==> config.mk <==
export PLATFORM = sky130hd
export DESIGN_NAME = led_status
export DESIGN_NICKNAME = d
export VERILOG_FILES = /design/src/rtl/led_status_pkg.sv /design/src/rtl/led_tick_gen.sv /design/src/rtl/led_status.sv
export SDC_FILE = /design/constraint.sdc
export NUM_CORES = 1
export LEC_CHECK = 0
export ABC_AREA = 1
export CORE_MARGIN = 1.5
export CORE_UTILIZATION = 40
export DETAILED_ROUTE_END_ITERATION = 10
export GPL_ROUTABILITY_DRIVEN = 0
export HOLD_SLACK_MARGIN = 0.05
export PLACE_DENSITY_LB_ADDON = 0.25
export SETUP_SLACK_MARGIN = 0.05
export SLEW_MARGIN = 20
export SYNTH_ARGS = -nofsm -noshare
export SYNTH_HDL_FRONTEND = slang
export SYNTH_SLANG_ARGS = --single-unit
==> constraint.sdc <==
create_clock -name clk -period 4.8 [get_ports clk]
set_input_delay 0.96 -clock clk [delete_from_list [all_inputs] [get_ports clk]]
set_output_delay 0.96 -clock clk [all_outputs]
set_load 0.02 [all_outputs]
==> src/rtl/led_status_pkg.sv <==
// Shared types and defaults for the status LED driver.
package led_status_pkg;

  typedef enum logic [2:0] {
    IDLE    = 3'd0,
    ACT     = 3'd1,
    ERR_ON  = 3'd2,
    ERR_OFF = 3'd3,
    ERR_GAP = 3'd4
  } state_t;

  localparam int DEF_TICK_DIV     = 2080;  // 2.08 MHz OSCH -> 1 ms
  localparam int DEF_ACT_MS       = 50;
  localparam int DEF_HB_PERIOD_MS = 1000;
  localparam int DEF_HB_ON_MS     = 50;
  localparam int DEF_BLINK_ON_MS  = 200;
  localparam int DEF_BLINK_OFF_MS = 200;
  localparam int DEF_GAP_MS       = 1000;

  function automatic int max_i(input int a, input int b);
    return (a > b) ? a : b;
  endfunction

  // ms counters only ever hold 0..max_ms-1
  function automatic int ms_width(input int max_ms);
    return (max_ms < 2) ? 1 : $clog2(max_ms);
  endfunction

endpackage

==> src/rtl/led_tick_gen.sv <==
// 1 ms prescaler: counts 0..TICK_DIV-1, tick on the last count.
module led_tick_gen #(
  parameter int TICK_DIV = 2080
) (
  input  logic clk,
  input  logic reset,
  input  logic restart,
  output logic tick
);
  localparam int CW = (TICK_DIV < 2) ? 1 : $clog2(TICK_DIV);
  localparam logic [CW-1:0] LAST = CW'(TICK_DIV - 1);

  logic [CW-1:0] cnt_q, cnt_d;

  assign tick = (cnt_q == LAST);

  // restart aligns the ms grid to the cycle of a state entry
  always_comb begin
    cnt_d = cnt_q + CW'(1);
    if (restart || tick) cnt_d = '0;
  end

  // prescaler register
  always_ff @(posedge clk) begin
    if (reset) cnt_q <= '0;
    else       cnt_q <= cnt_d;
  end

endmodule

==> src/rtl/led_status.sv <==
// Status LED: error blink code > disk activity flash > idle heartbeat.
module led_status
  import led_status_pkg::*;
#(
  parameter int TICK_DIV     = DEF_TICK_DIV,
  parameter int ACT_MS       = DEF_ACT_MS,
  parameter int HB_PERIOD_MS = DEF_HB_PERIOD_MS,
  parameter int HB_ON_MS     = DEF_HB_ON_MS,
  parameter int BLINK_ON_MS  = DEF_BLINK_ON_MS,
  parameter int BLINK_OFF_MS = DEF_BLINK_OFF_MS,
  parameter int GAP_MS       = DEF_GAP_MS
) (
  input  logic       clk,
  input  logic       reset,
  input  logic       activity,
  input  logic       error_valid,
  input  logic [3:0] error_code,
  input  logic       error_clear,
  output logic       pin_led,
  output logic       error_active,
  output logic       en_245
);
  localparam int MS_MAX = max_i(max_i(max_i(ACT_MS, HB_PERIOD_MS),
                                      max_i(BLINK_ON_MS, BLINK_OFF_MS)), GAP_MS);
  localparam int MS_W = ms_width(MS_MAX);
  typedef logic [MS_W-1:0] ms_t;

  localparam ms_t HB_LAST  = ms_t'(HB_PERIOD_MS - 1);
  localparam ms_t HB_ON    = ms_t'(HB_ON_MS);
  localparam ms_t ACT_LAST = ms_t'(ACT_MS - 1);
  localparam ms_t ON_LAST  = ms_t'(BLINK_ON_MS - 1);
  localparam ms_t OFF_LAST = ms_t'(BLINK_OFF_MS - 1);
  localparam ms_t GAP_LAST = ms_t'(GAP_MS - 1);

  state_t     state_q, state_d;
  ms_t        ms_q, ms_d;
  logic [3:0] blink_q, blink_d, code_q, code_d, pend_q, pend_d;
  logic       err_q, err_d, pin_q, pin_d, run_q;
  logic       tick, enter, err_new;
  logic [3:0] blink_nx, next_code;

  // the first cycle out of reset counts as the IDLE entry so the first
  // heartbeat flash has the same length as every later one
  led_tick_gen #(.TICK_DIV(TICK_DIV)) u_tick (
    .clk     (clk),
    .reset   (reset),
    .restart (enter || !run_q),
    .tick    (tick)
  );

  assign err_new   = error_valid && (error_code != 4'd0);
  assign blink_nx  = blink_q + 4'd1;
  assign next_code = err_new ? error_code : ((pend_q != 4'd0) ? pend_q : code_q);

  // next state, ms counter, blink count and code latch
  always_comb begin
    state_d = state_q;
    ms_d    = ms_q;
    blink_d = blink_q;
    code_d  = code_q;
    pend_d  = pend_q;
    err_d   = err_q;
    enter   = 1'b0;
    if (error_clear) begin
      state_d = IDLE;
      code_d  = '0;
      pend_d  = '0;
      err_d   = 1'b0;
      enter   = 1'b1;
      if (err_new) begin
        state_d = ERR_ON;
        code_d  = error_code;
        blink_d = '0;
        err_d   = 1'b1;
      end
    end else begin
      case (state_q)
        IDLE, ACT: begin
          if (err_new) begin
            state_d = ERR_ON;
            code_d  = error_code;
            blink_d = '0;
            err_d   = 1'b1;
            enter   = 1'b1;
          end else if (activity) begin
            state_d = ACT;
            enter   = 1'b1;
          end else if (tick) begin
            if (state_q == IDLE)      ms_d = (ms_q == HB_LAST) ? '0 : ms_q + ms_t'(1);
            else if (ms_q == ACT_LAST) begin
              state_d = IDLE;
              enter   = 1'b1;
            end else                  ms_d = ms_q + ms_t'(1);
          end
        end
        ERR_ON, ERR_OFF, ERR_GAP: begin
          // a report during display only replaces the pending code
          if (err_new) pend_d = error_code;
          if (tick) begin
            ms_d = ms_q + ms_t'(1);
            if (state_q == ERR_ON && ms_q == ON_LAST) begin
              blink_d = blink_nx;
              state_d = (blink_nx == code_q) ? ERR_GAP : ERR_OFF;
              enter   = 1'b1;
            end else if (state_q == ERR_OFF && ms_q == OFF_LAST) begin
              state_d = ERR_ON;
              enter   = 1'b1;
            end else if (state_q == ERR_GAP && ms_q == GAP_LAST) begin
              state_d = ERR_ON;
              code_d  = next_code;
              pend_d  = '0;
              blink_d = '0;
              enter   = 1'b1;
            end
          end
        end
        default: begin
          state_d = IDLE;
          enter   = 1'b1;
        end
      endcase
    end
    if (enter) ms_d = '0;
  end

  // LED follows the next state so a transition shows on the next edge
  always_comb begin
    pin_d = 1'b0;
    case (state_d)
      IDLE:        pin_d = (ms_d < HB_ON);
      ACT, ERR_ON: pin_d = 1'b1;
      default:     pin_d = 1'b0;
    endcase
  end

  // state and output registers
  always_ff @(posedge clk) begin
    if (reset) begin
      state_q <= IDLE;
      ms_q    <= '0;
      blink_q <= '0;
      code_q  <= '0;
      pend_q  <= '0;
      err_q   <= 1'b0;
      pin_q   <= 1'b0;
      run_q   <= 1'b0;
    end else begin
      state_q <= state_d;
      ms_q    <= ms_d;
      blink_q <= blink_d;
      code_q  <= code_d;
      pend_q  <= pend_d;
      err_q   <= err_d;
      pin_q   <= pin_d;
      run_q   <= 1'b1;
    end
  end

  assign pin_led      = pin_q;
  assign error_active = err_q;
  assign en_245       = 1'b1;

endmodule

==> out/results.tsv, run 1 <==
metric	value	unit
sequential area share after synthesis	30.86	%
Max Buffers Root-to-Sink	2	
P_sw	0.0001780	W
Seq cells post-synth	40	
vias post-DR	2426	
DRT met1 WL	2.801	mm
first-pass GRT wire length	9.798	mm
max incr delay on CP	0.78	ns
Die X	83.55	um
kind of critical path	input port to flop	
endpoints failing setup	0	
clk sink count	40	
Max-Cap Viols	0	
core footprint	6314	um2
DRC	0	
DR WL met3	262	um
hold path depth	1	
detailed placer's ending HPWL	4.435	mm
Layout Skew	0.004103	ns
Synth Instances	401	
largest net degree at the start of global routing	15	
initial antenna violation count	0	
dpl ws	1.823	ns
CP top delay family	buffers and inverters	
PortBufs	10	
WL/cell	11.51	um
TritonCTS buffer count	5	
H-tree depth	2	
most frequent cell after synthesis	nand2_1	
leakage power total	1.227	nW
Yosys cell types	38	
VDD IR-drop max	182.0	uV
Routed Antenna Nets	0	
I/O pin total	12	
Die Ht	83.55	um
FF-to-FF path depth	14	
combinational share of power	12.3	%
WP data required	4.96	ns
Clk Latency, worst-skew pair	0.29	ns
Crit Path Max Fanout	12	
Sw Share	25.35	%
# rows	29	
vias in the first global route	2263	
crit path time final	2.711	ns
status	completed	
dominant synthesized flop cell	dfxtp_1	
Crit. path cell count	8	
Hold-fix buffers, CTS	0	
die area	6980	um2
Starting Density	41.10	%
Slew @ Worst Pin	0.5576	ns
design area	2872	um2
Nets	426	
hold crit path type	flop to flop	
synth warn	0	
antenna diode count	0	
crit start category	input port	
Clock Tree Root	clkbuf_8	
CP endpoint kind	flop	
PwrDens	244.6	nW/um2
Synth top cells by count	nand2_1, nor2_1, inv_1	
Total Routing Usage GR	17.02	%
area grow syn2layout	10.66	%
syn nets	414	
final hold vios	0	
Syn Area/Cell	6.471	um2
sequential power share	49.1	%
post-DR vias/cell	4.941	
fin. max-slew vios	0	
Max Used Layer	met4	
clock share of power	38.6	%
Post-synth EDFFs	0	
Post-Route WL	5.651	mm
metal2 WL	2.499	mm
top cells by area, synth	dfxtp_1, nand2_1, nor2_1, inv_1, a21oi_1	
setup TNS	0	ns
final worst setup slack	2.089	ns
Placed Area	2764	um2
Synth async-reset ratio	0	%
cell taking the most area after synthesis	dfxtp_1	
post-CTS setup buffers	0	
GRT overflow	0	
P_int	0.0005242	W
clk slew on worst S/H paths	0.08	ns
maximum clock rate	368.8	MHz
Slew headroom	62.71	%
fillers	667	
DR iter-0 viols	161	
# resized after CTS	0	
period utilisation layout	56.49	%
Worst path slowest cell	clkdlybuf4s50_1	
CP bufs+invs	2	
layout cells sized above 1	12.80	%
post-synth top area share	30.86	%
Mapped Area	2595	um2
TritonRoute pass-1 iters	4	
crit path cell chain	clkdlybuf4s50_1 -> inv_1 -> nand2_1 -> nor2_1 -> a211oi_2 -> nand2_2 -> a21oi_1 -> a211oi_1	
CTS tree	built	
RSZ-0062 raised after global routing	no	
Crit path arrival time	2.87	ns
[kinds of logic after synthesis]
| family | after synthesis | share of synthesized area [%] |
|---|---|---|
| AOI/OAI and AO/OA | 54 | 12.92 |
| xor gates and xnor gates | 14 | 4.725 |
| adders and majority gates | 4 | 1.929 |
| buffers and inverters | 63 | 9.450 |
| DFF | 40 | 30.86 |
| other | 1 | 0.1445 |
| and+or+nand+nor | 225 | 39.97 |
[power by group through the flow]
stage	logic, W	registers, W	clock network (W)
finish	0.0000863	0.000345	0.000271
global route	0.0000958	0.000346	0.000293
CTS	0.0000861	0.000345	0.000279
detailed placement	0.0000858	0.000353	0
global placement	0.0000854	0.000352	0
floorplan	0.0000601	0.000353	0
[state kept, by name (all words and copies together) (netlist names)]
name          count
u_tick.cnt_q     12
code_q            4
ms_q             10
run_q             1
state_q           3
blink_q           4
pend_q            4
error_active      1
pin_led           1
[stage by stage]
stage	cells	total power [W]	hold WS [ns]	utilization [%]
finish	491	0.0007023	0.4664	45.48
global route	491	0.0007343	0.4995	45.48
CTS	491	0.0007100	0.4762	45.48
detailed placement	483	0.0004384	0.4580	43.78
global placement	483	0.0004379	0.4464	43.78
floorplan	401	0.0004130	0.4302	-
[final timing paths]
kind / start / to / slack (ns)
min: u_tick.cnt_q[0] / u_tick.cnt_q[0] / 0.47
min reg2reg: u_tick.cnt_q[0] / u_tick.cnt_q[0] / 0.47
max: error_clear / code_q[0] / 2.09
max reg2reg: u_tick.cnt_q[0] / u_tick.cnt_q[2] / 2.67
[routing by layer]
metal,global-route usage [%],up-vias
li1,-,1291
met1,22.83,1087
met2,27.57,38
met3,3.561,10
met4,5.216,0
met5,0,-
[cell type report]
| type | instances | area, um2 | area share (%) |
|---|---|---|---|
| Multi-Input combinational cell | 298 | 1549 | 53.94 |
| Sequential cell | 40 | 800.8 | 27.89 |
| Inverter | 58 | 217.7 | 7.582 |
| Timing Repair Buffer | 10 | 100.1 | 3.486 |
| Tap cell | 77 | 96.34 | 3.355 |
| Clock buffer | 6 | 72.57 | 2.527 |
| Clock inverter | 2 | 35.03 | 1.220 |
[worst register-to-register path: stages, from the launching register on]
cell,delay (ns)
dfxtp_1,0.34
ha_1,0.23
nand2_2,0.10
nor2_4,0.04
inv_2,0.07
nor2_2,0.05
nand2_2,0.07
inv_2,0.07
nand2_2,0.13
nand2_2,0.08
nor2_1,0.11
nand2_2,0.07
nor2_2,0.17
nand3_2,0.29
nor3b_1,0.25
[layout by cell type, fill, tap and decap left out, types with 2 or more instances in the layout]
master and count:
xor2_1 12, o21ai_0 6, nand2_2 14, inv_1 50
nand4_1 3, a21oi_2 5, nor2_1 62, a211oi_1 5
clkbuf_8 5, inv_2 7, a21oi_1 28, clkdlybuf4s50_1 10
xnor2_1 2, a31oi_1 4, nand3_2 3, ha_1 4
nor2_4 4, nor2_2 3, nand3_1 26, dfxtp_1 40
nor3_2 4, nor3b_1 3, nand2_1 94, nor3_1 3
or2_2 2
No activity file was read; power rests on OpenSTA's default activity.
==> run 2: changes to the inputs <==
==> constraint.sdc (replaced) <==
create_clock -name clk -period 2.3 [get_ports clk]
set_input_delay 0.46 -clock clk [delete_from_list [all_inputs] [get_ports clk]]
set_output_delay 0.46 -clock clk [all_outputs]
set_load 0.02 [all_outputs]
==> out/results.tsv, run 2 (synthesized netlist as in run 1, its figures left out) <==
metric	value	unit	change
antenna diode count	0		unchanged
leakage power total	1.313	nW	+7.0%
Total Routing Usage GR	17.34	%	+0.31 points
CP endpoint kind	flop		
max incr delay on CP	0.39	ns	-0.39 ns
Placed Area	2892	um2	+4.6%
most frequent cells in the layout	nand2_1, nor2_1, inv_1, dfxtp_1, a21oi_1		
Fin Hold WS	0.4331	ns	-0.03328 ns
max reg flops	12		unchanged
Worst path slowest cell	dfxtp_1		
fin. max-slew vios	0		unchanged
clk slew on worst S/H paths	0.07	ns	about the same
crit start category	flop		
# rows	29		unchanged
period utilisation layout	89.38	%	
TritonCTS buffer count	5		unchanged
Die X	83.55	um	unchanged
Nets	443		+4.0%
Max-Cap Viols	0		unchanged
CTS tree	built		
die area	6980	um2	unchanged
GRT overflow	0		unchanged
crit path cell chain	ha_1 -> nand2_2 -> nor2_1 -> nand3_1 -> nor2_2 -> nand2_2 -> nand2_2 -> nor2_1 -> nand2_2 -> nor2_2 -> buf_4 -> inv_2 -> a31oi_1 -> o21a_1		
crit path from	ms_q[1]		
TritonRoute pass-1 iters	4		unchanged
HP Start	u_tick.cnt_q[0]		
vias in the first global route	2311		+2.1%
Post-Route WL	5.854	mm	+3.6%
crit path time final	2.056	ns	
PwrDens	500.1	nW/um2	+100%
PortBufs	10		unchanged
layout cells sized above 1	17.17	%	+4.4 points
final hold vios	0		unchanged
reg2reg start	ms_q[1]		
core footprint	6314	um2	unchanged
WL/cell	11.52	um	+0.13%
Max Buffers Root-to-Sink	2		unchanged
endpoints failing setup	0		unchanged
Clock Tree Root	clkbuf_8		
Crit path top cell by count	nand2_2		
kind of critical path	flop to flop		
vias post-DR	2461		+1.4%
Crit path arrival time	2.24	ns	-0.63 ns
VDD IR-drop max	311.7	uV	+71%
Die Ht	83.55	um	unchanged
dpl ws	-0.03592	ns	-1.859 ns
maximum clock rate	486.4	MHz	
Clk Latency, worst-skew pair	0.30	ns	about the same
hold crit path type	flop to flop		
post-DR vias/cell	4.844		-2.0%
status	completed		
clk sink count	40		unchanged
final worst setup slack	0.2443	ns	-1.844 ns
Routed Antenna Nets	0		unchanged
I/O pin total	12		unchanged
largest net degree at the start of global routing	15		unchanged
area grow syn2layout	16.10	%	
register name with the most flops	u_tick.cnt_q		
largest registers	u_tick.cnt_q x12, ms_q x10		
Post-Place Cells	500		+3.5%
H-tree depth	2		unchanged
design area	3013	um2	+4.9%
Crit Path Max Fanout	9		-3
Layout Skew	0.01173	ns	+0.007622 ns
commonest non-fill, non-tap cell in the layout	nand2_1		
WP data required	2.48	ns	-2.48 ns
DRC	0		unchanged
RSZ-0062 raised after global routing	no		
final std cells w/o fill	508		+3.5%
DR iter-0 viols	175		+8.7%
initial antenna violation count	0		unchanged
first-pass GRT wire length	9.963	mm	+1.7%
fin util	47.72	%	+2.2 points
Starting Density	41.10	%	unchanged
detailed placer's ending HPWL	4.720	mm	+6.4%
## run 2: changes by cell type in the layout (fill, tap and decap cells not counted)
cell | before | now
buf_4 | 0 | 17
clkbuf_1 | 1 | 0
clkinv_2 | 1 | 0
clkinv_4 | 0 | 2
dfxtp_1 | 40 | 38
dfxtp_2 | 0 | 2
nor2_1 | 62 | 61
nor2_2 | 3 | 4
## run 2: power by group
group	internal [W]	switching (W)
sequential	0.000709	0.0000107
combinational	0.0000790	0.000119
clock	0.000327	0.000262
total	0.00111	0.000392
## run 2: through the flow
step                total power (W)  TNS (ns)
floorplan                 0.0008619         0
global placement          0.0009319         0
detailed placement        0.0009318  -0.03592
CTS                        0.001524         0
global route               0.001576         0
finish                     0.001507         0
## run 2: critical path: cells and delay by family (launching register included)
family | cells | cell delay, ns
and+or+nand+nor | 9 | 0.92
DFF | 1 | 0.39
buffers and inverters | 2 | 0.26
adders and majority gates | 1 | 0.22
AOI/OAI and AO/OA | 2 | 0.17
## run 2: layer usage
metal  vias to the layer above  wire length [um]  global-route usage (%)
met2                        35              2685                   29.42
met5                         -                 0                       0
met1                      1094              2862                   22.34
met4                         0                68                   4.918
met3                         7               237                   3.561
li1                       1325                 -                       -
## run 2: timing repair
item,4_1_cts,5_1_grt
setup endpoints to repair,0,2
gates resized for setup,0,3
buffers inserted,0,0
hold buffers,0,0
## run 2: worst paths after layout
kind	to	slack (ns)	cells past startpoint
min reg2reg	u_tick.cnt_q[0]	0.43	1
max reg2reg	ms_q[0]	0.24	14
max	ms_q[0]	0.24	14
min	u_tick.cnt_q[0]	0.43	1
## run 2: cell type report
type                       instances  area, um2
clock buffer                       5      68.82
clock inverter                     3      47.55
fill                             677       3301
inverter                          58      217.7
multi-input combinational        298       1551
sequential                        40      803.3
tap                               77      96.34
timing repair buffer              27      227.7
==> run 3: changes to the inputs <==
--- a/config.mk
+++ b/config.mk
@@ -10,7 +10,6 @@
 export CORE_UTILIZATION = 40
 export DETAILED_ROUTE_END_ITERATION = 10
 export GPL_ROUTABILITY_DRIVEN = 0
-export HOLD_SLACK_MARGIN = 0.05
 export PLACE_DENSITY_LB_ADDON = 0.25
 export SETUP_SLACK_MARGIN = 0.05
 export SLEW_MARGIN = 20
==> results of run 3 <==
No change in the layout: final DEF, timing and power equal those of run 2.
